## config.mk

```make
export PLATFORM = sky130hd
export DESIGN_NAME = clock_controller
export DESIGN_NICKNAME = d
export VERILOG_FILES = /design/src/rtl/clock_controller.sv
export SDC_FILE = /design/constraint.sdc
export NUM_CORES = 1
export LEC_CHECK = 0
export ABC_AREA = 1
export BUFFER_PORTS_ARGS = -buffer_cell sky130_fd_sc_hd__buf_2
export CAP_MARGIN = 0
export CORE_ASPECT_RATIO = 0.9
export CORE_MARGIN = 3
export CORE_UTILIZATION = 62
export CTS_CLUSTER_SIZE = 12
export DETAILED_ROUTE_END_ITERATION = 8
export HOLD_SLACK_MARGIN = 0.06
export PLACE_DENSITY = 0.82
export SLEW_MARGIN = 0
export SYNTH_ARGS = -nofsm -noshare
export SYNTH_HDL_FRONTEND = slang
export SYNTH_SLANG_ARGS = --single-unit
```

## constraint.sdc

```tcl
create_clock -name clk -period 4.45 [get_ports clk]
set_clock_uncertainty 0.05 [all_clocks]
set_input_delay 1.335 -clock clk [delete_from_list [all_inputs] [get_ports clk]]
set_output_delay 1.335 -clock clk [all_outputs]
set_load 0.05 [all_outputs]
```

## src/rtl/clock_controller.sv

```systemverilog
// Clock-controller front end: synchronises and debounces buttons, runs the mode/position FSM and emits counter-advance pulses.
// Optional alarm support is enabled by defining CLKCTRL_ALARM_EN; otherwise the mode cycles CLOCK<->SETUP only.
module clock_controller #(
  parameter int CLK_HZ     = 50000000,
  parameter int DEB_CYCLES = 500000
) (
  input  logic       clk,
  input  logic       rst,
  input  logic       i_sw_mode,
  input  logic       i_sw_pos,
  input  logic       i_sw_inc,
  input  logic       i_sw_alarm,
  input  logic       i_max_hit_sec,
  input  logic       i_max_hit_min,
  output logic [1:0] o_mode,
  output logic [1:0] o_position,
  output logic       o_sec_clk,
  output logic       o_min_clk,
  output logic       o_hour_clk,
  output logic       o_alarm_sec_clk,
  output logic       o_alarm_min_clk,
  output logic       o_alarm_hour_clk,
  output logic       o_alarm_en
);

  localparam int TW = (CLK_HZ > 1) ? $clog2(CLK_HZ) : 1;
  localparam int CW = (DEB_CYCLES > 1) ? $clog2(DEB_CYCLES) : 1;
  localparam logic [TW-1:0] TICK_LAST = TW'(CLK_HZ - 1);
  localparam logic [CW-1:0] DEB_LAST  = CW'(DEB_CYCLES - 1);

  localparam logic [1:0] POS_SEC  = 2'd0;
  localparam logic [1:0] POS_MIN  = 2'd1;
  localparam logic [1:0] POS_HOUR = 2'd2;

  typedef enum logic [1:0] {
    MODE_CLOCK = 2'd0,
    MODE_SETUP = 2'd1,
    MODE_ALARM = 2'd2
  } mode_e;

  // Button bit order: 0 = mode, 1 = position, 2 = inc, 3 = alarm.
  logic          alarm_raw;
  logic [3:0]    btn_raw;
  logic [3:0]    bs1_q, bs2_q, deb_q, deb_prev_q;
  logic [CW-1:0] cnt_q [4];
  logic [1:0]    cs1_q, cs2_q, cprev_q;
  logic [TW-1:0] tick_cnt_q;

  mode_e      mode_q, mode_d;
  logic [1:0] pos_q;
  logic       sec_q, min_q, hour_q, asec_q, amin_q, ahour_q, alarm_en_q;

`ifdef CLKCTRL_ALARM_EN
  assign alarm_raw = i_sw_alarm;
`else
  assign alarm_raw = 1'b0;
`endif

  assign btn_raw = {alarm_raw, i_sw_inc, i_sw_pos, i_sw_mode};

  always_ff @(posedge clk or posedge rst) begin
    if (rst) begin
      bs1_q      <= '0;
      bs2_q      <= '0;
      deb_q      <= '0;
      deb_prev_q <= '0;
      cs1_q      <= '0;
      cs2_q      <= '0;
      cprev_q    <= '0;
      for (int i = 0; i < 4; i++) cnt_q[i] <= '0;
    end else begin
      bs1_q      <= btn_raw;
      bs2_q      <= bs1_q;
      deb_prev_q <= deb_q;
      cs1_q      <= {i_max_hit_min, i_max_hit_sec};
      cs2_q      <= cs1_q;
      cprev_q    <= cs2_q;
      // A level is accepted only after DEB_CYCLES samples differing from the current debounced value.
      for (int i = 0; i < 4; i++) begin
        if (bs2_q[i] == deb_q[i]) begin
          cnt_q[i] <= '0;
        end else if (cnt_q[i] == DEB_LAST) begin
          deb_q[i] <= bs2_q[i];
          cnt_q[i] <= '0;
        end else begin
          cnt_q[i] <= cnt_q[i] + CW'(1);
        end
      end
    end
  end

  always_ff @(posedge clk or posedge rst) begin
    if (rst) tick_cnt_q <= '0;
    else if (tick_cnt_q == TICK_LAST) tick_cnt_q <= '0;
    else tick_cnt_q <= tick_cnt_q + TW'(1);
  end

  logic       tick, in_setup, in_alarm;
  logic [3:0] press;
  logic [1:0] carry;

  assign tick     = (tick_cnt_q == TICK_LAST);
  assign press    = deb_q & ~deb_prev_q;
  assign carry    = cs2_q & ~cprev_q;
  assign in_setup = (mode_q == MODE_SETUP);
  assign in_alarm = (mode_q == MODE_ALARM);

  always_comb begin
    mode_d = MODE_CLOCK;
    case (mode_q)
      MODE_CLOCK: mode_d = MODE_SETUP;
`ifdef CLKCTRL_ALARM_EN
      MODE_SETUP: mode_d = MODE_ALARM;
`else
      MODE_SETUP: mode_d = MODE_CLOCK;
`endif
      MODE_ALARM: mode_d = MODE_CLOCK;
      default:    mode_d = MODE_SETUP;
    endcase
  end

  // Pulse decisions use the mode in force when the event arrives; mode presses beat position presses.
  always_ff @(posedge clk or posedge rst) begin
    if (rst) begin
      mode_q     <= MODE_CLOCK;
      pos_q      <= POS_SEC;
      sec_q      <= 1'b0;
      min_q      <= 1'b0;
      hour_q     <= 1'b0;
      asec_q     <= 1'b0;
      amin_q     <= 1'b0;
      ahour_q    <= 1'b0;
      alarm_en_q <= 1'b0;
    end else begin
      if (press[0]) begin
        mode_q <= mode_d;
        pos_q  <= POS_SEC;
      end else if (press[1]) begin
        pos_q <= (pos_q == POS_HOUR) ? POS_SEC : pos_q + 2'd1;
      end
      sec_q   <= (!in_setup && tick)     || (in_setup && press[2] && pos_q == POS_SEC);
      min_q   <= (!in_setup && carry[0]) || (in_setup && press[2] && pos_q == POS_MIN);
      hour_q  <= (!in_setup && carry[1]) || (in_setup && press[2] && pos_q == POS_HOUR);
      asec_q  <= in_alarm && press[2] && pos_q == POS_SEC;
      amin_q  <= in_alarm && press[2] && pos_q == POS_MIN;
      ahour_q <= in_alarm && press[2] && pos_q == POS_HOUR;
      if (press[3]) alarm_en_q <= ~alarm_en_q;
    end
  end

  assign o_mode     = mode_q;
  assign o_position = pos_q;
  assign o_sec_clk  = sec_q;
  assign o_min_clk  = min_q;
  assign o_hour_clk = hour_q;

`ifdef CLKCTRL_ALARM_EN
  assign o_alarm_sec_clk  = asec_q;
  assign o_alarm_min_clk  = amin_q;
  assign o_alarm_hour_clk = ahour_q;
  assign o_alarm_en       = alarm_en_q;
`else
  logic unused_alarm;
  assign unused_alarm     = ^{i_sw_alarm, asec_q, amin_q, ahour_q, alarm_en_q};
  assign o_alarm_sec_clk  = 1'b0;
  assign o_alarm_min_clk  = 1'b0;
  assign o_alarm_hour_clk = 1'b0;
  assign o_alarm_en       = 1'b0;
`endif

endmodule

```

## Word level (Yosys, flattened, before mapping)

Index checks and enable logic that the tools add are counted.
Widths: inputs -> output; s select.

| word-level totals | value |
|---|---|
| register bits | 108 |
| output and inout port bits | 11 |
| logic and storage cells | 69 |
| bits of input ports | 8 |

| cells by class | value |
|---|---|
| equal/unequal tests | 11 |
| mux-type cells | 11 |
| bitwise gates (word level) | 7 |
| reduce and logical (&&, ||, !) cells | 17 |
| $add $sub $neg | 5 |

Operators by type and width:

| kind | count |
|---|---|
| $mux 19 | 6 |
| $add 19x1->19 const B | 3 |
| $eq 19x19->1 const B | 3 |
| $add 26x1->26 const B | 1 |
| $eq 26x26->1 const B | 1 |
| $mux 26 | 1 |
| $logic_and 1x1->1 | 7 |
| $mux 2 | 3 |
| $reduce_and 2->1 | 3 |
| $eq 2x1->1 const B | 2 |
| $eq 2x2->1 const B | 2 |
| $and 3x3->3 | 1 |
| $eq 1x1->1 | 3 |
| $logic_or 1x1->1 | 3 |
| $not 1->1 | 3 |
| $not 3->3 | 1 |
| $add 2x1->2 const B | 1 |
| $and 2x2->2 | 1 |
| $logic_not 2->1 | 1 |
| $not 2->2 | 1 |
| $reduce_bool 2->1 | 1 |
| $reduce_or 2->1 | 1 |
| $logic_not 1->1 | 1 |
| $mux 1 | 1 |

## Longest topological paths before layout

| logic depth | value |
|---|---|
| depth in word-level cells | 5 |
| depth in mapped cells | 9 |
| depth with buffers taken out | 9 |

## Worst setup path after synthesis

No wires, ideal clock.

| timing | value |
|---|---|
| path type | register to output |
| start | register pos_q[1], in the netlist o_position[1] |
| end | output port o_position[1] |
| cell stages (with the launch flop) | 1 |
| data required time | 3065 ps |
| path buffers | 0 |
| arrival time | 630 ps |
| setup slack | 2435 ps |
| cell sequence | dfrtp_1 |

RTL lines:

| item | line | RTL |
|---|---|---|
| start, declared | 50 | `logic [1:0] pos_q;` |
| start signal, assigned | 139 | `pos_q <= (pos_q == POS_HOUR) ? POS_SEC : pos_q + 2'd1;` |
| end, declared | 16 | `output logic [1:0] o_position,` |

No word-level cell between the ends.

## Worst setup path after layout

| timing | value |
|---|---|
| start | register mode_q[0], in the netlist o_mode[0] |
| end | output port o_mode[0] |

RTL lines:

| item | line | RTL |
|---|---|---|
| start, declared | 49 | `mode_e mode_q, mode_d;` |
| start signal, assigned | 136 | `mode_q <= mode_d;` |
| end, declared | 15 | `output logic [1:0] o_mode,` |

No word-level cell between the ends.

==> run_results.csv <==
group,metric,value,unit
hold_path,hold_start,"cs1_q[1]",
floorplanning,rows,32,
hold_path,min_to,"cs2_q[1]",
pwr,clockPowerShare,0.351,
pwr,power,1.63,mW
global_route,grt.met3_usage,0.0463,
final_layout,final_nets,793,
route,drc,0,
clock_network,numCtsBuffers,9,
final_layout,area_growth_syn_to_layout,6.20,%
synth,synth_area,5830,µm²
synth,synthTopCellsByArea,"dfrtp_1, nor2_1, nand2_1, inv_1, xor2_1",
critical_path,critPathTopFamily,"flip-flops",
critical_path,cp_slowest_cell,"dfrtp_1",
place,placed_area,6010,µm²
critical_path,crit_cells,1,
final_layout,final_area,6200,µm²
clock_network,cts_tree,"done",
critical_path,rr_endpoint,"cnt_q[22]",
sta,post-route-min-period,2550,ps
floorplanning,design.core.area,8850,µm²
critical_path,critPathKind,"reg -> out",
clock_network,cts_root_buf,"clkbuf_8",
floorplanning,initial_core_util,0.659,
floorplanning,io-pin-count,19,
clock_network,clock-sinks,107,
run,max_cap_viol_count,0,
pwr,peakVddDrop,315,µV
critical_path,rr_startpoint,"deb_q[2]",
critical_path,cp_cell_sequence,"buf_2",
sta,max_freq,392,MHz
place,dpl.hpwl,8620,µm
synth,ys_top_cells_by_count,"nor2_1, nand2_1, dfrtp_1, inv_1, nand3_1",
floorplanning,die_x,108,µm
critical_path,worstPathMaxFanout,5,
synth,synth_cells,761,
synth,synth.top_cell.area_share,0.459,
place,dp.cells,889,
clock_network,clock_path_buffers,2,
clock_network,postCtsSetupBuffers,0,
sta,finalSetupViolations,0,
sta,maxSlewHeadroom,0.341,
clock_network,ctsHoldBuffers,0,
synth,synth.avg_cell_area,7.67,µm²
sta,slew_viol_final,0,
synth,ys_seq_area_frac,0.459,
route,via_per_inst,5.22,
synth,synth-seq-cells,107,
critical_path,path_buf_inv,1,
critical_path,cp-start-kind,"flop",
run_status,status,"completed",
global_route,overflow,0,
pwr,power_frac_seq,0.609,
critical_path,cpPeakStageDelay,480,ps
clock_network,cts.repair.resized,0,
sta,rsz0062_at_grt,"false",
route,drt_iter0_markers,252,
final_layout,antenna_cells,0,
clock_network,htree_levels,3,
place,globalplace.congestion,0.946,
floorplanning,dieHeight,98.0,µm
critical_path,worstPathArrival,1170,ps
pwr,sw_frac_of_total,0.256,
route,wl_per_cell,12.7,µm
clock_network,path_clk_slew,110,ps
sta,fin_crit_sh,0.574,
synth,synth_cell_types,39,
global_route,antenna_found_initial,0,
global_route,use_met2,0.380,
synth,yosysMostFrequentCell,"nor2_1",
final_layout,layout-drive-gt1-share,0.104,
critical_path,rr_worst_depth,4,
route,ant_nets,0,
pwr,internal-power,1.21,mW
hold_path,hold_class,"reg -> reg",
pwr,netSwitchingPower,0.417,mW
place,portBuffers,12,
floorplanning,die_area,10600,µm²
final_layout,n_fill_cell,687,
critical_path,r2r_setup_slack,2580,ps
global_route,grt_pass1_wl,20100,µm
synth,synth_warnings,0,
global_route,grt_pass1_vias,4499,
synth,ys.flop_type,"dfrtp_1",
pwr,combPwrFrac,0.040,
sta,worstMarginPinSlew,982,ps
synth,yosysTopAreaCell,"dfrtp_1",
global_route,busiest_layer,"met2",
sta,setup_tns,0,ps
synth,ys_async_sr_fraction,1.00,
global_route,grt_max_degree,65,
clock_network,clock_latency,380,ps
critical_path,cp-end-kind,"output pin",
pwr,p_leak,2.70,nW
pwr,pwr_density_cell,263,nW/µm²
route,first_pass_iters,5,
final_layout,fin_cells,905,
sta,timing.hold.ws,309,ps
synth,synth_edf_count,0,
critical_path,cp.required,3060,ps
global_route,grt_use_met1,0.328,
route,drt-total-wl,11500,µm
hold_path,hold_depth,0,
global_route,track_usage,0.235,
sta,hold_viol,0,
route,num_vias,4725,
## logic make-up (layout without fill, tap and decap cells)
logic type | after synthesis | count (layout) | synth area share
adders and majority gates | 4 | 4 | 0.00858
other | 1 | 5 | 0.000643
DFF | 107 | 107 | 0.459
AOI/OAI and AO/OA | 20 | 20 | 0.0223
xor gates and xnor gates | 45 | 45 | 0.0688
buffers and inverters | 95 | 116 | 0.0669
and+or+nand+nor | 489 | 489 | 0.374
## power groups by stage
stage	combinational [mW]	clock, mW	sequential [mW]
6_report	0.0656	0.573	0.993
5_1_grt	0.0757	0.625	0.995
4_1_cts	0.0676	0.594	0.993
3_5_place_dp	0.0675	0	1.01
3_3_place_gp	0.0657	0	1.01
2_1_floorplan	0.0501	0	1.01
## metrics by stage
step	utilization	setup WS (ps)
after floorplan	-	248
after global placement	0.679	2050
after detailed placement	0.679	2020
after CTS	0.700	1900
after global routing	0.700	1840
final	0.700	1900
## per-layer routing
layer  wire (µm)  share of wire
met1        5280           0.46
met2        5520           0.48
met3         542          0.047
met4         130          0.011
met5           0              0
## how the worst max path moves through the flow
stage	to	start	slack, ps
CTS	o_mode[0]	o_mode[0]	1900
global placement	cnt_q[65]	rst	2050
detailed placement	cnt_q[58]	rst	2020
global route	o_mode[0]	o_mode[0]	1840
floorplan	bs1_q[0]	rst	250
finish	o_mode[0]	o_mode[0]	1900
## final cells by class
cell class / instances / area, µm² / area share
multi-input combinational: 563 / 2780 / 0.449
sequential: 107 / 2680 / 0.432
inverter: 86 / 325 / 0.0525
tap: 119 / 149 / 0.0240
clock buffer: 10 / 128 / 0.0206
timing repair buffer: 14 / 75.1 / 0.0121
clock inverter: 6 / 60.1 / 0.00969
## layout by cell type (no fill, tap or decap), types with 2 or more instances in the layout
cell	n
nand3_1	48
buf_4	2
inv_1	83
clkinvlp_4	2
nor3_1	9
nand3_2	2
conb_1	5
o21ai_0	7
a21oi_1	6
nor2_4	5
nor3b_1	2
clkbuf_8	9
xor2_1	28
nor2_1	188
nor2_2	24
nor3_4	2
nand4_1	15
nor3_2	3
buf_2	12
xnor2_1	16
nand2_1	174
nand3b_1	3
inv_2	2
nand2_2	6
and2_1	3
dfrtp_1	107
ha_1	4
## registers in the layout (all words and copies together), names as in the netlist
name / cells
o_mode: 1
bs1_q: 3
o_hour_clk: 1
cprev_q: 2
cnt_q: 57
o_sec_clk: 1
deb_q: 3
cs2_q: 2
bs2_q: 3
cs1_q: 2
o_position: 2
tick_cnt_q: 26
o_min_clk: 1
deb_prev_q: 3
Power figures use the tool's default switching activity.
